File: src/rtl/alu_mult_pkg.sv
// alu_mult_pkg
// Shared definitions for the sequential sign-magnitude multiplier:
//   - state_t       : FSM state encoding (IDLE / RUN / DONE)
//   - DEFAULT_WIDTH : default operand magnitude width
//   - count_width() : width of the iteration counter, able to hold WIDTH
// No ports (package).
package alu_mult_pkg;

   typedef enum logic [1:0] {
      IDLE = 2'd0,
      RUN  = 2'd1,
      DONE = 2'd2
   } state_t;

   localparam int DEFAULT_WIDTH = 8;

   // The counter is loaded with WIDTH itself, so it needs room for WIDTH+1 values.
   function automatic int count_width(input int width);
      return $clog2(width + 1);
   endfunction

endpackage

File: src/rtl/alu_mult_if.sv
// alu_mult_if
// Handshake bundle for the sequential multiplier.
//   Input side : in_valid, in_ready, a, b, sign_a, sign_b
//   Output side: out_valid, out_ready, product, final_sign
//   Status     : busy
// Modports:
//   master - the ALU sequencer (drives operands, takes results)
//   slave  - the multiplier
interface alu_mult_if
   import alu_mult_pkg::*;
#(
   parameter int WIDTH = DEFAULT_WIDTH
);

   logic               in_valid;
   logic               in_ready;
   logic [WIDTH-1:0]   a;
   logic [WIDTH-1:0]   b;
   logic               sign_a;
   logic               sign_b;
   logic               out_valid;
   logic               out_ready;
   logic [2*WIDTH-1:0] product;
   logic               final_sign;
   logic               busy;

   modport master (
      output in_valid, a, b, sign_a, sign_b, out_ready,
      input  in_ready, out_valid, product, final_sign, busy
   );

   modport slave (
      input  in_valid, a, b, sign_a, sign_b, out_ready,
      output in_ready, out_valid, product, final_sign, busy
   );

endinterface

File: src/rtl/alu_mult_step.sv
// alu_mult_step
// One combinational shift-and-add iteration of the multiplier.
//   acc, mcand, mplier        : current datapath registers
//   acc_next                  : acc + mcand when mplier[0] is set, else acc
//   mcand_next, mplier_next   : multiplicand shifted left, multiplier shifted right
//   mplier_zero               : no set bits remain in mplier_next
module alu_mult_step
   import alu_mult_pkg::*;
#(
   parameter int WIDTH = DEFAULT_WIDTH
) (
   input  logic [2*WIDTH-1:0] acc,
   input  logic [2*WIDTH-1:0] mcand,
   input  logic [WIDTH-1:0]   mplier,
   output logic [2*WIDTH-1:0] acc_next,
   output logic [2*WIDTH-1:0] mcand_next,
   output logic [WIDTH-1:0]   mplier_next,
   output logic               mplier_zero
);

   // The accumulator is 2*WIDTH bits wide, so the partial sum can never wrap.
   always_comb begin
      acc_next    = mplier[0] ? (acc + mcand) : acc;
      mcand_next  = mcand << 1;
      mplier_next = mplier >> 1;
      mplier_zero = (mplier_next == '0);
   end

endmodule

File: src/rtl/alu_mult_seq.sv
// alu_mult_seq
// Sequential sign-magnitude multiplier with valid/ready handshakes.
//   clk   : rising-edge clock
//   rst_n : asynchronous active-low reset
//   bus   : alu_mult_if.slave (operands, result, handshakes, busy)
// Build option:
//   ALU_MULT_EARLY_DONE_EN - leave RUN as soon as the remaining multiplier
//   bits are all zero (b == 0 goes straight to DONE on acceptance).
module alu_mult_seq
   import alu_mult_pkg::*;
#(
   parameter int WIDTH = DEFAULT_WIDTH
) (
   input  logic       clk,
   input  logic       rst_n,
   alu_mult_if.slave  bus
);

   localparam int CW = count_width(WIDTH);

   state_t             state_q, state_d;
   logic [2*WIDTH-1:0] acc_q, acc_d;
   logic [2*WIDTH-1:0] mcand_q, mcand_d;
   logic [WIDTH-1:0]   mplier_q, mplier_d;
   logic [CW-1:0]      count_q, count_d;
   logic               sign_q, sign_d;
   logic               in_ready_q, in_ready_d;
   logic               out_valid_q, out_valid_d;
   logic               busy_q, busy_d;

   logic [2*WIDTH-1:0] step_acc;
   logic [2*WIDTH-1:0] step_mcand;
   logic [WIDTH-1:0]   step_mplier;
   logic               step_zero;

   alu_mult_step #(
      .WIDTH (WIDTH)
   ) u_step (
      .acc         (acc_q),
      .mcand       (mcand_q),
      .mplier      (mplier_q),
      .acc_next    (step_acc),
      .mcand_next  (step_mcand),
      .mplier_next (step_mplier),
      .mplier_zero (step_zero)
   );

`ifndef ALU_MULT_EARLY_DONE_EN
   // Fixed-latency build runs every iteration, so the zero flag has no consumer.
   logic unused_step_zero;
   assign unused_step_zero = step_zero;
`endif

   // Next-state and datapath logic. Handshake outputs are decoded from the
   // next state so they come straight out of flops and never depend
   // combinationally on in_valid or out_ready.
   always_comb begin
      state_d  = state_q;
      acc_d    = acc_q;
      mcand_d  = mcand_q;
      mplier_d = mplier_q;
      count_d  = count_q;
      sign_d   = sign_q;

      case (state_q)
         IDLE: begin
            if (bus.in_valid) begin
               acc_d    = '0;
               mcand_d  = {{WIDTH{1'b0}}, bus.a};
               mplier_d = bus.b;
               count_d  = CW'(WIDTH);
               sign_d   = bus.sign_a ^ bus.sign_b;
`ifdef ALU_MULT_EARLY_DONE_EN
               state_d  = (bus.b == '0) ? DONE : RUN;
`else
               state_d  = RUN;
`endif
            end
         end
         RUN: begin
            acc_d    = step_acc;
            mcand_d  = step_mcand;
            mplier_d = step_mplier;
            count_d  = count_q - CW'(1);
            if (count_d == '0) begin
               state_d = DONE;
            end
`ifdef ALU_MULT_EARLY_DONE_EN
            if (step_zero) begin
               state_d = DONE;
            end
`endif
         end
         DONE: begin
            if (bus.out_ready) begin
               state_d = IDLE;
            end
         end
         default: begin
            state_d = IDLE;
         end
      endcase

      in_ready_d  = (state_d == IDLE);
      out_valid_d = (state_d == DONE);
      busy_d      = (state_d != IDLE);
   end

   // State and datapath registers; reset cancels any operation in flight.
   always_ff @(posedge clk or negedge rst_n) begin
      if (!rst_n) begin
         state_q     <= IDLE;
         acc_q       <= '0;
         mcand_q     <= '0;
         mplier_q    <= '0;
         count_q     <= '0;
         sign_q      <= 1'b0;
         in_ready_q  <= 1'b1;
         out_valid_q <= 1'b0;
         busy_q      <= 1'b0;
      end else begin
         state_q     <= state_d;
         acc_q       <= acc_d;
         mcand_q     <= mcand_d;
         mplier_q    <= mplier_d;
         count_q     <= count_d;
         sign_q      <= sign_d;
         in_ready_q  <= in_ready_d;
         out_valid_q <= out_valid_d;
         busy_q      <= busy_d;
      end
   end

   // A zero magnitude always reports a positive sign.
   assign bus.product    = acc_q;
   assign bus.final_sign = sign_q & (|acc_q);
   assign bus.in_ready   = in_ready_q;
   assign bus.out_valid  = out_valid_q;
   assign bus.busy       = busy_q;

endmodule

File: src/flat_wrapper.sv
// flat-port wrapper written by rule: the top's interface ports become plain ports
module alu_mult_seq_flat import alu_mult_pkg::*;
#(
   parameter int WIDTH = DEFAULT_WIDTH
)
  (clk, rst_n, bus_in_valid, bus_a, bus_b, bus_sign_a, bus_sign_b, bus_out_ready, bus_in_ready, bus_out_valid, bus_product, bus_final_sign, bus_busy);
  alu_mult_if #(.WIDTH(WIDTH)) bus_i ();
  input  logic clk;
  input  logic rst_n;
  input wire logic [$bits(bus_i.in_valid)-1:0] bus_in_valid;
  input wire logic [$bits(bus_i.a)-1:0] bus_a;
  input wire logic [$bits(bus_i.b)-1:0] bus_b;
  input wire logic [$bits(bus_i.sign_a)-1:0] bus_sign_a;
  input wire logic [$bits(bus_i.sign_b)-1:0] bus_sign_b;
  input wire logic [$bits(bus_i.out_ready)-1:0] bus_out_ready;
  output wire logic [$bits(bus_i.in_ready)-1:0] bus_in_ready;
  output wire logic [$bits(bus_i.out_valid)-1:0] bus_out_valid;
  output wire logic [$bits(bus_i.product)-1:0] bus_product;
  output wire logic [$bits(bus_i.final_sign)-1:0] bus_final_sign;
  output wire logic [$bits(bus_i.busy)-1:0] bus_busy;
  assign bus_i.in_valid = bus_in_valid;
  assign bus_i.a = bus_a;
  assign bus_i.b = bus_b;
  assign bus_i.sign_a = bus_sign_a;
  assign bus_i.sign_b = bus_sign_b;
  assign bus_i.out_ready = bus_out_ready;
  assign bus_in_ready = bus_i.in_ready;
  assign bus_out_valid = bus_i.out_valid;
  assign bus_product = bus_i.product;
  assign bus_final_sign = bus_i.final_sign;
  assign bus_busy = bus_i.busy;
  alu_mult_seq #(.WIDTH(WIDTH)) u_core (.clk(clk), .rst_n(rst_n), .bus(bus_i));
endmodule
File: config.mk
export PLATFORM = sky130hd
export DESIGN_NAME = alu_mult_seq_flat
export DESIGN_NICKNAME = d
export VERILOG_FILES = /design/src/rtl/alu_mult_pkg.sv /design/src/rtl/alu_mult_if.sv /design/src/rtl/alu_mult_step.sv /design/src/rtl/alu_mult_seq.sv /design/src/flat_wrapper.sv
export SDC_FILE = /design/constraint.sdc
export NUM_CORES = 1
export LEC_CHECK = 0
export BUFFER_PORTS_ARGS = -buffer_cell sky130_fd_sc_hd__buf_2
export CORE_UTILIZATION = 30
export DETAILED_ROUTE_END_ITERATION = 12
export PLACE_DENSITY = 0.55
export SETUP_SLACK_MARGIN = 0.15
export SYNTH_ARGS = -nofsm -noshare
export SYNTH_HDL_FRONTEND = slang
export SYNTH_SLANG_ARGS = --single-unit
File: constraint.sdc
create_clock -name clk -period 2.78 [get_ports clk]
set_clock_uncertainty 0.1 [all_clocks]
set_input_delay 0.139 -clock clk [delete_from_list [all_inputs] [get_ports clk]]
set_output_delay 0.139 -clock clk [all_outputs]
set_load 0.005 [all_outputs]
# Word-level counts from Yosys, hierarchy flattened
# Cells that the tools add are included.
[word_totals]
ff_bits = 50
latchBits = 0
ramBits = 0
rom_bits = 0
inputBits = 22
out_inout_bits = 20
mem_count = 0
[op_classes]
n_addsub = 2
n_mul = 0
div = 0
order_cmp = 0
n_eq_ne = 5
n_shift = 0
muxes = 13
bitwise = 2
reduce_logical = 9
[ops]
columns = ["cell", "n"]
rows = [
  ["one-hot mux 16 bit (2 select lines)", 2],
  ["2-to-1 mux 16 bit", 3],
  ["adder 16 bit", 1],
  ["one-hot mux 8 bit (2 select lines)", 1],
  ["OR reduction 16 bit", 1],
  ["2-to-1 mux 8 bit", 1],
  ["one-hot mux 4 bit (2 select lines)", 1],
  ["2-to-1 mux 2 bit", 3],
  ["one-hot mux 2 bit (3 select lines)", 1],
  ["== test 2 bit (second input constant)", 2],
  ["logical NOT 2 bit", 2],
  ["logical NOT 4 bit", 1],
  ["2-to-1 mux 4 bit", 1],
  ["AND reduction 2 bit", 2],
  ["nonzero test 2 bit", 2],
  ["subtractor 4 x 1 -> 4 bit (second input constant)", 1],
  ["AND reduction 3 bit", 1],
  ["== test 2 x 1 -> 1 bit (second input constant)", 1],
  ["!= test 2 x 1 -> 1 bit (second input constant)", 1],
  ["!= test 2 bit (second input constant)", 1],
  ["AND 1 bit", 1],
  ["bitwise XOR 1 bit", 1],
]

# Logic depth before layout (Yosys ltp)
[depth]
word_depth = 5
depth_mapped = 8
ltp_nobuf = 8

# Cells and area by module
# From an unflattened synthesis, not the netlist that was laid out.
[unflattened]
hier_cells = 343
area_unflattened_um2 = 3360.7
[by_module_without_submodules]
columns = ["mod", "n_inst", "cells_per_inst", "area_each_um2"]
rows = [
  ["alu_mult_seq", 1, 183, 2177.1],
  ["alu_mult_step", 1, 160, 1183.6],
]

# Worst setup path before layout
# No wires, ideal clock.
[synth_path]
path_type = "reg-to-reg"
from = "register u_core.acc_q[0], in the netlist u_core.bus.product[0]"
to = "register u_core.acc_q[12], in the netlist u_core.bus.product[12]"
setup_time_ps = 133
arrival_ps = 2084
setup_slack_ps = 463
path_stages_with_launch = 9
n_path_buf = 0
synth_period_minus_slack_ps = 2317
cell_sequence = "dfrtp_1 > ha_1 > fa_1 > a21oi_1 > o21ai_0 > o211a_1 > a221o_1 > xnor2_1 > o21ai_0"
[synth_via]
elab_chain_cells = 3
[synth_rtl]
columns = ["item", "line", "text"]
rows = [
  ["start: declaration", "alu_mult_seq.sv:22", "logic [2*WIDTH-1:0] acc_q, acc_d;"],
  ["start signal: assignment", "alu_mult_seq.sv:113", "acc_q <= '0;"],
  ["start signal: assignment", "alu_mult_seq.sv:123", "acc_q <= acc_d;"],
  ["adder 16 bit", "alu_mult_step.sv:23", "acc_next = mplier[0] ? (acc + mcand) : acc;"],
  ["2-to-1 mux 16 bit", "alu_mult_step.sv:23", ""],
  ["one-hot mux 16 bit (2 select lines)", "alu_mult_seq.sv:65", "case (state_q)"],
]
# Every way passes these cells. The select of a mux whose other input is x is not followed.
# A chain may end at the register's enable or synchronous reset.

# Worst setup path in the final report
# Ends and elaborated chain as after synthesis.

==> flow_metrics.py <==
metrics = {
    "pwr": {
        "power_leakage_nw": 1.63,
        "power.density_nw_per_um2": 1150,
        "ir_drop_mv": 0.409,
    },
    "cts": {
        "h-tree-depth": 2,
        "cts_tree": "done",
        "root_buffer": "clkbuf_8",
        "clk_path_buf_depth": 2,
        "clkTransAtPathRegs_ns": 0.10,
        "cts_setup_buffers": 0,
        "cts_made_buffers": 5,
        "clock_latency_ns": 0.30,
        "clock_sinks": 50,
    },
    "run_status": {
        "run_status": "finished clean",
    },
    "global_route": {
        "grt_pass1_vias": 2227,
        "antenna_found_initial": 0,
        "grt_max_degree": 51,
        "track_usage": 0.144,
        "grt_remaining_overflow": 0,
        "grt_pass1_wl_um": 11400,
    },
    "routing": {
        "drc": 0,
        "drtIter0Drc": 107,
        "drt.antenna.violating_nets": 0,
        "dr.pass1.iters": 4,
        "route.vias.total": 2291,
        "wire_per_inst_um": 14.3,
        "drt-vias-per-instance": 4.93,
        "drt_wl_total_um": 6650,
    },
    "logic_synthesis": {
        "syn_area_um2": 2860,
        "async_reset_ff_frac": 1.00,
        "ys_seq_area_frac": 0.438,
        "synthFlopType": "dfrtp_1",
        "synth_seq_cells": 50,
        "postSynthAreaPerCell_um2": 9.57,
        "yosys_warnings": 0,
        "synth_cell_types": 48,
        "netlist_instances": 299,
        "syn-num-nets": 339,
        "synth_edf_count": 0,
    },
    "floorplanning": {
        "core-area_um2": 9240,
        "rows": 35,
        "die_w_um": 99.6,
        "initial_core_util": 0.310,
        "die_h_um": 99.6,
        "io_pins": 42,
        "design.die.area_um2": 9930,
    },
    "setup_path": {
        "cp_max_fo": 4,
        "cp.arrival_ns": 2.54,
        "worstPathRequired_ns": 2.85,
        "worstSetupEndpointType": "flop",
        "startpoint_type": "flop",
        "cp_num_buf_inv": 0,
        "setup.worst_path.class": "reg -> reg",
        "cp_top_family": "compound AO/OA/AOI/OAI gates",
        "crit_chain": "ha_1 > fa_1 > a21oi_2 > o21ai_1 > o211a_1 > a221o_1 > xnor2_1 > o21ai_0",
        "cpMaxStageDelayCell": "fa_1",
        "max_stage_delay_ns": 0.43,
    },
    "final_layout": {
        "synthToLayoutAreaGrowth_pct": 14.6,
        "fin_nets": 375,
        "final_cell_area_um2": 3280,
        "drive_above_1_share": 0.182,
        "diodes": 0,
        "final_common_cell": "dfrtp_1",
        "layout_common_cells": "49 x dfrtp_1, 45 x nand2_1, 41 x buf_2",
    },
    "sta": {
        "maxSlewViolCount": 0,
        "hold_violations": 0,
        "setup_viol": 0,
        "max_freq_mhz": 405,
        "worstMarginPinSlew_ns": 0.703,
        "tns_ns": 0,
        "finalCritPeriodShare": 0.888,
        "rsz0062_at_grt": "no",
        "slew_headroom": 0.531,
        "min_period_ns": 2.47,
    },
    "placed_design": {
        "gp_congestion": 0.911,
        "port_buffers": 41,
        "placed_area_um2": 3170,
        "hpwl_um": 4870,
    },
    "min_path": {
        "hold_path.class": "in -> reg",
    },
    "flow_run": {
        "max_cap_violations": 0,
    },
}
==> power breakdown <==
group          leakage (nW)  total [W]  internal (W)  switching, W
Combinational         0.951    0.00200      0.000855       0.00114
Sequential            0.633    0.00134       0.00104      0.000303
Clock                0.0441   0.000443      0.000178      0.000266
Total                  1.63    0.00379       0.00207       0.00171
==> synth_stat cells (3+ instances only) <==
cell type / instances / area, um2
mux2i_1: 14 / 140
nand2b_1: 3 / 18.8
a22o_1: 8 / 70.1
clkbuf_1: 11 / 41.3
dfrtp_1: 49 / 1230
inv_1: 9 / 33.8
nand3_1: 7 / 35.0
o21ai_0: 39 / 195
a21oi_1: 15 / 75.1
nor4_1: 4 / 25.0
xnor2_1: 9 / 78.8
a31oi_1: 3 / 18.8
nor2_1: 7 / 26.3
nand2_1: 45 / 169
buf_2: 3 / 15.0
xor2_1: 7 / 61.3
a221o_1: 3 / 30.0
ha_1: 17 / 213
a21o_1: 4 / 30.0
nor2b_1: 8 / 50.1
==> final timing paths <==
path | startpoint | end | slack (ns) | depth (start not counted)
max | u_core.bus.product[0] | u_core.bus.product[12] | 0.31 | 8
max in group asynchronous | rst_n | u_core.mcand_q[1] | 1.78 | 3
max reg2reg | u_core.bus.product[0] | u_core.bus.product[12] | 0.31 | 8
min reg2reg | u_core.mplier_q[4] | u_core.mplier_q[4] | 0.39 | 2
min | bus_b[0] | u_core.mplier_q[0] | 0.01 | 3
min in group asynchronous | rst_n | u_core.bus.product[11] | 0.37 | 3
==> layout make-up <==
cell class	instances	area, um2
clock buffers	5	68.8
inverters	9	33.8
well taps	129	161
repair buffers	45	238
multi-input cells	224	1500
fillers	960	5960
clock inverters	3	21.3
flip-flops and latches	50	1250
==> through the flow <==
step | total power (W) | util | worst slack, ns | cells | hold WS, ns
2_1_floorplan | 0.00283 | - | 0.463 | 299 | -0.257
3_3_place_gp | 0.00333 | 0.344 | 0.302 | 456 | 0.192
3_5_place_dp | 0.00337 | 0.344 | 0.215 | 456 | 0.194
4_1_cts | 0.00382 | 0.354 | 0.196 | 465 | 0.0124
5_1_grt | 0.00417 | 0.355 | 0.161 | 465 | 0.0310
6_report | 0.00379 | 0.355 | 0.311 | 465 | 0.0147
==> per-layer routing <==
| metal | global-route usage | vias to the layer above | wire, um |
|---|---|---|---|
| met4 | 0.0385 | 0 | 83 |
| met5 | 0 | - | 0 |
| met1 | 0.207 | 1082 | 3320 |
| li1 | - | 1139 | - |
| met3 | 0.0295 | 7 | 330 |
| met2 | 0.220 | 63 | 2920 |
==> registers in the layout, indices dropped and copies added (netlist names) <==
register and flops:
u_core.bus.product 16, u_core.mcand_q 16, u_core.mplier_q 8, u_core.count_q 4
u_core.state_q 2, u_core.bus.busy 1, u_core.bus.in_ready 1, u_core.bus.out_valid 1
u_core.sign_q 1
==> what timing repair did <==
action,CTS,global route
setup endpoints to repair,0,2
resized for setup,0,2
endpoints found under the hold margin,49,0
hold buffers,1,0
==> kinds of logic (layout without fill, tap and decap cells) <==
| family | count (synthesis) | in the layout | synth area share |
|---|---|---|---|
| flip-flops | 50 | 50 | 0.438 |
| AO/OA/AOI/OAI | 90 | 90 | 0.203 |
| multiplexers | 14 | 14 | 0.0490 |
| AND/OR/NAND/NOR | 86 | 86 | 0.141 |
| buffers and inverters | 25 | 62 | 0.0394 |
| XOR/XNOR | 16 | 16 | 0.0490 |
| adder cells (fa/ha/maj) | 18 | 18 | 0.0814 |
==> worst register-to-register path, delay by kind of cell (launching register included) <==
kind / cells / cell delay [ns]
AOI/OAI and AO/OA: 5 / 0.99
adders and majority gates: 2 / 0.69
DFF: 1 / 0.42
xor gates and xnor gates: 1 / 0.13
(Power assumes the default switching activity.)
